**src/rtl/io_bus_pkg.sv**
```systemverilog
// Shared types and constants for the IO bus controller.
// Holds the bus-cycle state enum and the default bus widths.
package io_bus_pkg;

    localparam int DEFAULT_DATA_WIDTH    = 8;
    localparam int DEFAULT_ADDRESS_WIDTH = 16;
    localparam logic [2:0] WAIT_CNT_MAX  = 3'd7;

    typedef enum logic [2:0] {
        IDLE = 3'd0,
        T1   = 3'd1,
        T2   = 3'd2,
        T3   = 3'd3,
        TW   = 3'd4,
        T4   = 3'd5
    } bus_state_t;

endpackage

```
**src/rtl/io_int_sync.sv**
```systemverilog
// Brings the asynchronous active-low interrupt into the clock domain.
// Flags a one-cycle pulse on each synchronised falling edge.
module io_int_sync (
    input  logic clk_i,
    input  logic rst_i,
    input  logic int_n_i,
    output logic fall_o
);

    logic sync1_q;
    logic sync2_q;
    logic prev_q;

    // All flops rest high so a released line never looks like an edge.
    always_ff @(posedge clk_i) begin
        if (rst_i) begin
            sync1_q <= 1'b1;
            sync2_q <= 1'b1;
            prev_q  <= 1'b1;
        end else begin
            sync1_q <= int_n_i;
            sync2_q <= sync1_q;
            prev_q  <= sync2_q;
        end
    end

    assign fall_o = prev_q & ~sync2_q;

endmodule

```
**src/rtl/io_bus_controller.sv**
```systemverilog
// 8080-style IO bus cycle engine: T1/T2/T3/TW/T4 sequencing with wait states,
// io_ready stretching and a sticky synchronised interrupt flag.
module io_bus_controller
    import io_bus_pkg::*;
#(
    parameter int DATA_WIDTH    = DEFAULT_DATA_WIDTH,
    parameter int ADDRESS_WIDTH = DEFAULT_ADDRESS_WIDTH,
    parameter int WAIT_STATES   = 1
) (
    input  logic                     clk,
    input  logic                     rst,
    // Request side: a request transfers when req_valid && req_ready, which
    // only happens in IDLE; rsp_valid pulses once per completed bus cycle.
    input  logic                     req_valid,
    output logic                     req_ready,
    input  logic                     req_write,
    input  logic [ADDRESS_WIDTH-1:0] req_addr,
    input  logic [DATA_WIDTH-1:0]    req_wdata,
    output logic                     rsp_valid,
    output logic [DATA_WIDTH-1:0]    rsp_rdata,
    output logic [ADDRESS_WIDTH-1:0] io_addr,
    output logic [DATA_WIDTH-1:0]    io_wdata,
    input  logic [DATA_WIDTH-1:0]    io_rdata,
    output logic                     rd_n,
    output logic                     wr_n,
    output logic                     ale,
    input  logic                     io_ready,
    input  logic                     int_n,
    input  logic                     irq_ack,
    output logic                     irq_pending,
    output bus_state_t               state
);

    localparam logic [3:0] WAIT_STATES_L = 4'(WAIT_STATES);

    bus_state_t              state_q, state_d;
    logic [ADDRESS_WIDTH-1:0] addr_q;
    logic [DATA_WIDTH-1:0]    wdata_q;
    logic                     write_q;
    logic [2:0]               wait_cnt_q;
    logic [DATA_WIDTH-1:0]    rdata_q;
    logic                     irq_q;
    logic                     int_fall;
    logic                     accept;
    logic                     strobe_phase;
    logic                     addr_phase;
    logic [3:0]               waits_seen;
    logic                     waits_done;
    logic                     exit_wait;

    io_int_sync u_int_sync (
        .clk_i   (clk),
        .rst_i   (rst),
        .int_n_i (int_n),
        .fall_o  (int_fall)
    );

    assign accept = req_valid && (state_q == IDLE);

    // Count the current TW cycle too, so WAIT_STATES TW cycles are spent
    // before the exit check can pass.
    assign waits_seen = (state_q == TW) ? ({1'b0, wait_cnt_q} + 4'd1) : {1'b0, wait_cnt_q};
    assign waits_done = (waits_seen >= WAIT_STATES_L);
    assign exit_wait  = ((state_q == T3) || (state_q == TW)) && waits_done && io_ready;

    always_comb begin
        state_d = state_q;
        case (state_q)
            IDLE:    if (req_valid) state_d = T1;
            T1:      state_d = T2;
            T2:      state_d = T3;
            T3, TW:  state_d = exit_wait ? T4 : TW;
            T4:      state_d = IDLE;
            default: state_d = IDLE;
        endcase
    end

    always_ff @(posedge clk) begin
        if (rst) begin
            state_q    <= IDLE;
            addr_q     <= '0;
            wdata_q    <= '0;
            write_q    <= 1'b0;
            wait_cnt_q <= 3'd0;
            rdata_q    <= '0;
            irq_q      <= 1'b0;
        end else begin
            state_q <= state_d;
            if (accept) begin
                addr_q  <= req_addr;
                wdata_q <= req_wdata;
                write_q <= req_write;
            end
            if (state_q == T2) begin
                wait_cnt_q <= 3'd0;
            end else if ((state_q == TW) && (wait_cnt_q != WAIT_CNT_MAX)) begin
                wait_cnt_q <= wait_cnt_q + 3'd1;
            end
            if (exit_wait) begin
                rdata_q <= write_q ? '0 : io_rdata;
            end
            // A new edge wins over a simultaneous acknowledge.
            if (int_fall) begin
                irq_q <= 1'b1;
            end else if (irq_ack) begin
                irq_q <= 1'b0;
            end
        end
    end

    assign strobe_phase = (state_q == T2) || (state_q == T3) || (state_q == TW);
    assign addr_phase   = (state_q != IDLE);

    assign state       = state_q;
    assign req_ready   = (state_q == IDLE);
    assign rsp_valid   = (state_q == T4);
    assign rsp_rdata   = rdata_q;
    assign io_addr     = addr_q;
    assign io_wdata    = (write_q && addr_phase) ? wdata_q : '0;
    assign ale         = (state_q == T1);
    assign rd_n        = ~(strobe_phase && !write_q);
    assign wr_n        = ~(strobe_phase && write_q);
    assign irq_pending = irq_q;

endmodule

```
**config.mk**
```make
export PLATFORM = sky130hd
export DESIGN_NAME = io_bus_controller
export DESIGN_NICKNAME = d
export VERILOG_FILES = /design/src/rtl/io_bus_pkg.sv /design/src/rtl/io_int_sync.sv /design/src/rtl/io_bus_controller.sv
export SDC_FILE = /design/constraint.sdc
export NUM_CORES = 1
export LEC_CHECK = 0
export CORE_UTILIZATION = 35
export CTS_CLUSTER_SIZE = 12
export DETAILED_ROUTE_END_ITERATION = 7
export PLACE_DENSITY_LB_ADDON = 0.08
export SYNTH_ARGS = -nofsm -noshare
export SYNTH_HDL_FRONTEND = slang
export SYNTH_SLANG_ARGS = --single-unit
```
**constraint.sdc**
```tcl
create_clock -name clk -period 2.6 [get_ports clk]
set_clock_uncertainty 0.15 [all_clocks]
set_input_delay 0.26 -clock clk [delete_from_list [all_inputs] [get_ports clk]]
set_output_delay 0.26 -clock clk [all_outputs]
set_load 0.05 [all_outputs]
```
==> summary.md, run 1 <==
The yosys synthesis warning count is 0, and the delay contributed by the slowest stage of the critical path is 0.51 ns. The number of iterations in the first detailed-routing pass is 4, and the transition time at the pin with the least slew margin is 0.521 ns. During I/O placement, the number of pins put on the boundary was 80. The signal on the critical path passes through or3b_1 -> o21ai_1 -> nand2_1 -> dlygate4sd2_1. STA puts the critical path data arrival time at 1.91 ns. For this block, the routed nets add up to 3.89 mm of wire. The distinct cell type count of the synthesized netlist was 27; the critical-path maximum fanout was 9.

The worst setup path is captured at an output port. After the last flow step, the layout net total stands at 324. Type of element launching the critical path: a flip-flop.

Across the run, the number of max-cap violations was 0. The tools report the startpoint of the most critical hold path as u_int_sync.sync1_q. The starting DRC count in detailed routing came out at 74.

For the worst setup path, the data required time is 2.19 ns. Setup repair after global routing left no endpoint under its margin. The clock net in this run drives a total of 43 sinks. After detailed routing, the number of remaining DRC violations is 0. The core area is 4750 µm², and the area enclosed by the die boundary is 5270 µm². The logs give 65.1% for the relative max-transition margin and 0.29 ns for the setup slack of the worst register-to-register path. The area of the mapped netlist is 1740 µm², and the clock slew at the register clock pins of the worst setup and hold paths is 0.08 ns.

The overflow left after global routing was 0; the synthesized area per cell was 8.46 µm². Sorting the synthesized cells by area gives the leading types as dfxtp_1 (49%), nand2_1 (12%), a21oi_1 (8.6%), mux2i_1 (5.2%), or3b_2 (4.0%). The worst hold path cell count was 1; the total number of placement rows was 25. The final critical path takes up 89.4% of the cycle. The library cell used most frequently in the layout, excluding fill and tap cells, is clkdlybuf4s50_1.

Number of clock buffers inserted by TritonCTS: 5. The count of input and output buffers works out to 79. The clock tree root driver cell is clkbuf_8.

In the layout the commonest cells are clkdlybuf4s50_1 (69), nand2_1 (55), dfxtp_1 (43). The synthesized design spends more area on one cell type than any other, namely dfxtp_1. The die is 72.6 µm tall. At the end of routability-driven placement, the weighted congestion stood at 0.721. The logs give 0 for the max-slew violation total from the final report and 0 for the count of final hold-check violations.

Once the floorplan was initialized, standard cells occupied 36.7% of the core. For the total number of vias, the log shows 1,576. The H-tree was split into 2 levels. Based on the critical path, the design can be clocked at up to 430 MHz. The first-pass GRT wire length was 6.28 mm; the highest ir drop seen on vdd was 0.442 mV. The cell with the largest stage delay on the worst path is or3b_1. In this run, post-CTS hold repair placed 0 buffers.

The die is 72.6 µm wide. Sequential cells were found to cover 49.4% of the synthesized design area. The share of synthesized area in the top cell type comes to 49.4%. The post-route netlist has 10.6% of its cells at a drive strength greater than 1. Detailed placement finished with a half-perimeter wire length of 2.73 mm. The startpoint of the worst register-to-register path is state[2]. The run finished with clean final reports.

The logs give 0 for the number of setup violations in the final report and 1,444 for the via count of the first global-routing pass. The critical path in this run is classified as flip-flop to output port. Entering global routing, the biggest net connects 26 pins.

The tightest min-delay check is of the flip-flop to flip-flop type. TritonCTS built the clock tree. Counting flops and latches in the post-synthesis netlist gives 43. The detail route stage leaves a number of antenna-violating nets equal to 0. The mean routed wirelength per cell was 11.1 µm; the via-per-instance ratio was 4.49. The worst register-to-register path ends at rsp_rdata[1]. After filler insertion, the fill cell instance count of the layout stands at 449. The worst register-to-register path has a depth of 5. The overall fraction of global-route tracks in use was 15.2%; the post-route setup TNS was 0 ns. The tools report the antenna cell count as 0. The worst path needs 2.32 ns of the cycle, external delays included. Synthesis produced a netlist whose cell count is 206.

Compared with the post-synthesis result, the final layout area differs by 54.8%. The ratio of total power to cell area is 606 nW/µm². For the overall power after layout, the log shows 1.63 mW.

The number of nets produced by synthesis was 247; the leakage power summed over all cells was 1.07 nW. Maximum count of clock buffers along a single path: 2. The path with the worst hold slack has its endpoint at u_int_sync.sync2_q.

The clock insertion delay at the later pin of the skew report is 0.28 ns, and the number of antenna violations at the first check in global routing is 0.
metal layers:
| metal | global-route usage [%] | up-vias | wire, µm |
|---|---|---|---|
| met4 | 5.88 | 0 | 23 |
| met3 | 4.31 | 2 | 180 |
| met1 | 18.4 | 710 | 1770 |
| met2 | 25.5 | 37 | 1920 |
| li1 | - | 827 | - |
| met5 | 0 | - | 0 |
per-stage QoR:
step | cells | instance area (µm²) | util (%) | hold slack [ns] | worst slack (ns)
final | 351 | 2700 | 56.7 | 0.255 | 0.277
after global routing | 351 | 2700 | 56.7 | 0.282 | 0.138
after CTS | 351 | 2700 | 56.7 | 0.258 | 0.250
after detailed placement | 343 | 2580 | 54.3 | 0.239 | 0.293
after global placement | 343 | 2580 | 54.3 | 0.241 | 0.306
after floorplan | 206 | 1750 | - | 0.207 | 0.0842
area by class of cell:
| cell class | instances | area (µm²) | area share [%] |
|---|---|---|---|
| clock buffer | 6 | 82.6 | 3.06 |
| clock inverter | 2 | 35.0 | 1.30 |
| inverter | 1 | 3.75 | 0.139 |
| multi-input combinational | 148 | 826 | 30.6 |
| sequential | 43 | 861 | 31.9 |
| tap | 67 | 83.8 | 3.11 |
| timing repair buffer | 84 | 806 | 29.9 |
sequential cells by signal (all words and copies together), names as in the netlist:
name,cells
io_addr,16
state,3
u_int_sync.prev_q,1
wdata_q,8
write_q,1
u_int_sync.sync1_q,1
u_int_sync.sync2_q,1
wait_cnt_q,3
rsp_rdata,8
irq_pending,1
timing repair:
action,4_1_cts,5_1_grt
endpoints found under the setup margin,2,0
setup buffers,0,0
resized for setup,2,0
synth_stat cells (all sizes together):
library cell,count
nand2,55
nor3,3
and3,1
o21ai,4
inv,1
a21oi,30
a21o,1
nand3b,1
or2,3
nor2,3
xnor2,2
mux2i,9
ha,2
or4b,1
or3b,9
clkbuf,12
nand2b,11
nor3b,1
dfxtp,43
buf,2
nor2b,1
nor4b,1
o2111ai,1
and2,9
worst max-delay path: cells and delay by family, from the launching register on:
| family | cells | cell delay [ns] |
|---|---|---|
| AO/OA/AOI/OAI | 1 | 0.15 |
| AND/OR/NAND/NOR | 2 | 0.57 |
| flip-flops | 1 | 0.47 |
| buffers and inverters | 1 | 0.43 |
power by group:
group          internal [mW]  switching, mW  total (mW)
logic                  0.158          0.227       0.385
registers              0.698         0.0286       0.727
clock network          0.311          0.212       0.523
worst max path at each step:
stage / slack, ns / startpoint / to / cells after the start
after global placement: 0.31 / state[2] / wr_n / 4
after global routing: 0.14 / state[2] / rsp_rdata[5] / 5
after detailed placement: 0.29 / state[2] / rsp_rdata[3] / 5
after CTS: 0.25 / state[2] / wr_n / 4
final: 0.28 / state[2] / wr_n / 4
after floorplan: 0.08 / state[1] / io_addr[10] / 7
logic make-up (layout without fill, tap and decap cells):
group           Yosys count  after routing  share of synthesized area (%)
compound gates           36             36                           10.7
xor+xnor                  2              2                           1.01
fa+ha+maj                 2              2                           1.44
buf+inv                  15             93                           3.52
flops                    43             43                           49.4
mux                       9              9                           5.17
simple gates             99             99                           28.8
Note: power is estimated with default switching activity, not from simulation.
==> inputs of run 2 (changes only) <==
--- a/config.mk
+++ b/config.mk
@@ -5,6 +5,7 @@
 export SDC_FILE = /design/constraint.sdc
 export NUM_CORES = 1
 export LEC_CHECK = 0
+export CORE_MARGIN = 1.5
 export CORE_UTILIZATION = 35
 export CTS_CLUSTER_SIZE = 12
 export DETAILED_ROUTE_END_ITERATION = 7
==> run 2 against run 1 <==
  * Final cell count rose by 0.28%
  * Clock power fell by 15%
  * Fmax fell by 0.75%
  * Critical path type unchanged
==> summary.md, run 2 (same netlist as run 1, synthesis figures left out) <==
In the final layout, flip-flops and latches occupy 861 µm². Detailed placement ended at an HPWL of 2.87 mm. Input and output buffers added on the ports amount to 79. The post-place instance area was 2590 µm². The logs give 0 for the antenna cell count and 2690 µm² for the post-route cell area.

The mean routed wirelength per cell came out at 11.4 µm. The count of final hold-check violations is 0, and the leakage power summed over all cells is 1.07 nW. The highest ir drop seen on vdd came out at 0.335 mV. The run gives 1,601 as the total number of vias.

The clock net sink count is 43. Commonest non-fill, non-tap cell in the layout: clkdlybuf4s50_1. The flip-flop count of the largest register, all copies and words added is 16, and the via count of the first global-routing pass is 1,412. The utilization after layout was 56.5%.

Number of gates on the worst path with buffers counted: 4. The library cells used most frequently in the layout, excluding fill and tap cells, are clkdlybuf4s50_1 (69), nand2_1 (55), dfxtp_1 (43). Once the floorplan was initialized, standard cells occupied 36.7% of the core.

TritonCTS built the clock tree. The max-slew violation total from the final report was 0; the delay contributed by the slowest stage of the critical path was 0.52 ns. The worst setup path is launched from a flip-flop.

The chip width came out at 73.6 µm. The worst setup path is of the flip-flop to output port kind. In this run the tightest slew margin relative to its limit is 65.4%. The count of max-cap constraint violations is 0, and the total area of multi-input combinational cells is 826 µm². The terminus of the critical flop-to-flop path is rsp_rdata[2]. The first global-routing pass estimated 6.32 mm of wire. The critical-path maximum fanout came out at 9. The path category of the worst min-delay check was flip-flop to flip-flop. The tree is rooted in a clkbuf_8.

The starting DRC count in detailed routing is 41. STA puts the critical path data required time at 2.19 ns. Setup repair after global routing left no endpoint under its margin. In the routed design, unresolved DRC markers number 0.

In the final design database the tool counted 325 nets. The layout has 457 filler cells. The maximum clock frequency is 427 MHz.

The period utilization is 90.0%. The final weighted congestion in routability-driven placement came out at 0.787. Compared with the post-synthesis result, the final layout area differs by 54.2%. The minimum clock period after layout came out at 2.34 ns.

For this run, the detailed router's first-pass iteration total came to 4. Counting the buffers created by CTS gives 5. For the overall power after layout, the log shows 1.56 mW.

The transition time at the pin with the least slew margin works out to 0.517 ns. Setup violations remaining at the end of the flow were counted as 0. Dividing the detail-routed via count by the number of cells gives 4.55.

Measured in cells, the most critical reg-to-reg path has a length of 5. The ratio of total power to cell area was 581 nW/µm². In this run the worst setup path begins at state[2].

In this run the count of I/O pins placed on the die edge is 80. Total number of placement rows: 25. The core area was 4750 µm². Traced cell by cell, the critical path runs through or3b_1 -> o21ai_1 -> nand2_1 -> dlygate4sd2_1.

The run finished with clean final reports. The largest net degree at the start of global routing came out at 31. Clock-pin slew was measured on the worst setup and hold paths at 0.07 ns. Measured along the y axis, the die boundary spans 73.6 µm. Broken down by cell family, the worst path's largest delay share belongs to simple AND/OR/NAND/NOR gates. The run gives 0.260 ns as the worst hold margin. The count of nets left with antenna violations once routing finished came out at 0.

The die covers 5410 µm². The maximum count of clock buffers along a single path was 2; the post-route setup TNS was 0 ns. The run gives 4.01 mm as the sum of routed wire length over all layers. The clock insertion delay at the later pin of the skew report is 0.28 ns, and the number of H-tree branching levels is 2.

Overall fraction of global-route tracks in use: 15.0%. The tools report the startpoint of the worst register-to-register path as state[2]. The combined buffer and inverter count along the critical path is 1. In this run the worst setup path terminates at wr_n.

The run gives 1.93 ns as the worst path arrival time. For flop-to-flop paths, the worst setup slack is 0.28 ns. For this design, the slowest cell found on the critical path is or3b_1. The type of destination of the critical path was an output port. Summed over all layers, the global routing overflow is 0.

In the final layout, the share of cells above drive strength 1 is 10.5%. Number of antenna violations at the first check in global routing: 0.
[run 2: repair_timing]
| action | 4_1_cts | 5_1_grt |
|---|---|---|
| buffers inserted | 0 | 0 |
| endpoints found under the setup margin | 2 | 0 |
| resized for setup | 2 | 0 |
| hold buffers | 0 | 0 |
[run 2: through the flow]
| stage | setup WS (ns) | instances |
|---|---|---|
| 6_report | 0.259 | 352 |
| 2_1_floorplan | 0.0842 | 206 |
| 4_1_cts | 0.246 | 352 |
| 3_3_place_gp | 0.301 | 344 |
| 5_1_grt | 0.133 | 352 |
| 3_5_place_dp | 0.291 | 344 |
[run 2: how the worst min path moves through the flow]
| stage | start | endpoint | cells after the start | slack, ns |
|---|---|---|---|---|
| 5_1_grt | u_int_sync.sync1_q | u_int_sync.sync2_q | 1 | 0.30 |
| 3_5_place_dp | u_int_sync.sync1_q | u_int_sync.sync2_q | 1 | 0.24 |
| 2_1_floorplan | int_n | u_int_sync.sync1_q | 1 | 0.21 |
| 4_1_cts | u_int_sync.sync1_q | u_int_sync.sync2_q | 1 | 0.26 |
| 6_report | u_int_sync.sync1_q | u_int_sync.sync2_q | 1 | 0.26 |
| 3_3_place_gp | u_int_sync.sync1_q | u_int_sync.sync2_q | 1 | 0.24 |
[run 2: power breakdown]
group	switching [mW]	internal [mW]
sequential	0.0240	0.698
clock	0.202	0.242
combinational	0.233	0.160
total	0.460	1.10
[run 2: final cells by class]
cell class              instances  area share (%)
inverters                       1           0.140
repair buffers                 85            30.3
clock buffers                   8            3.72
multi-input cells             148            30.7
well taps                      67            3.12
flip-flops and latches         43            32.0
[run 2: metal layers]
layer | track usage (%) | part of all wire [%] | vias up | routed length, µm
li1 | - | - | 831 | -
met1 | 18.0 | 44 | 721 | 1770
met2 | 25.3 | 49 | 45 | 1960
met3 | 4.39 | 6.0 | 4 | 239
met4 | 5.56 | 0.95 | 0 | 38
met5 | 0 | 0 | - | 0
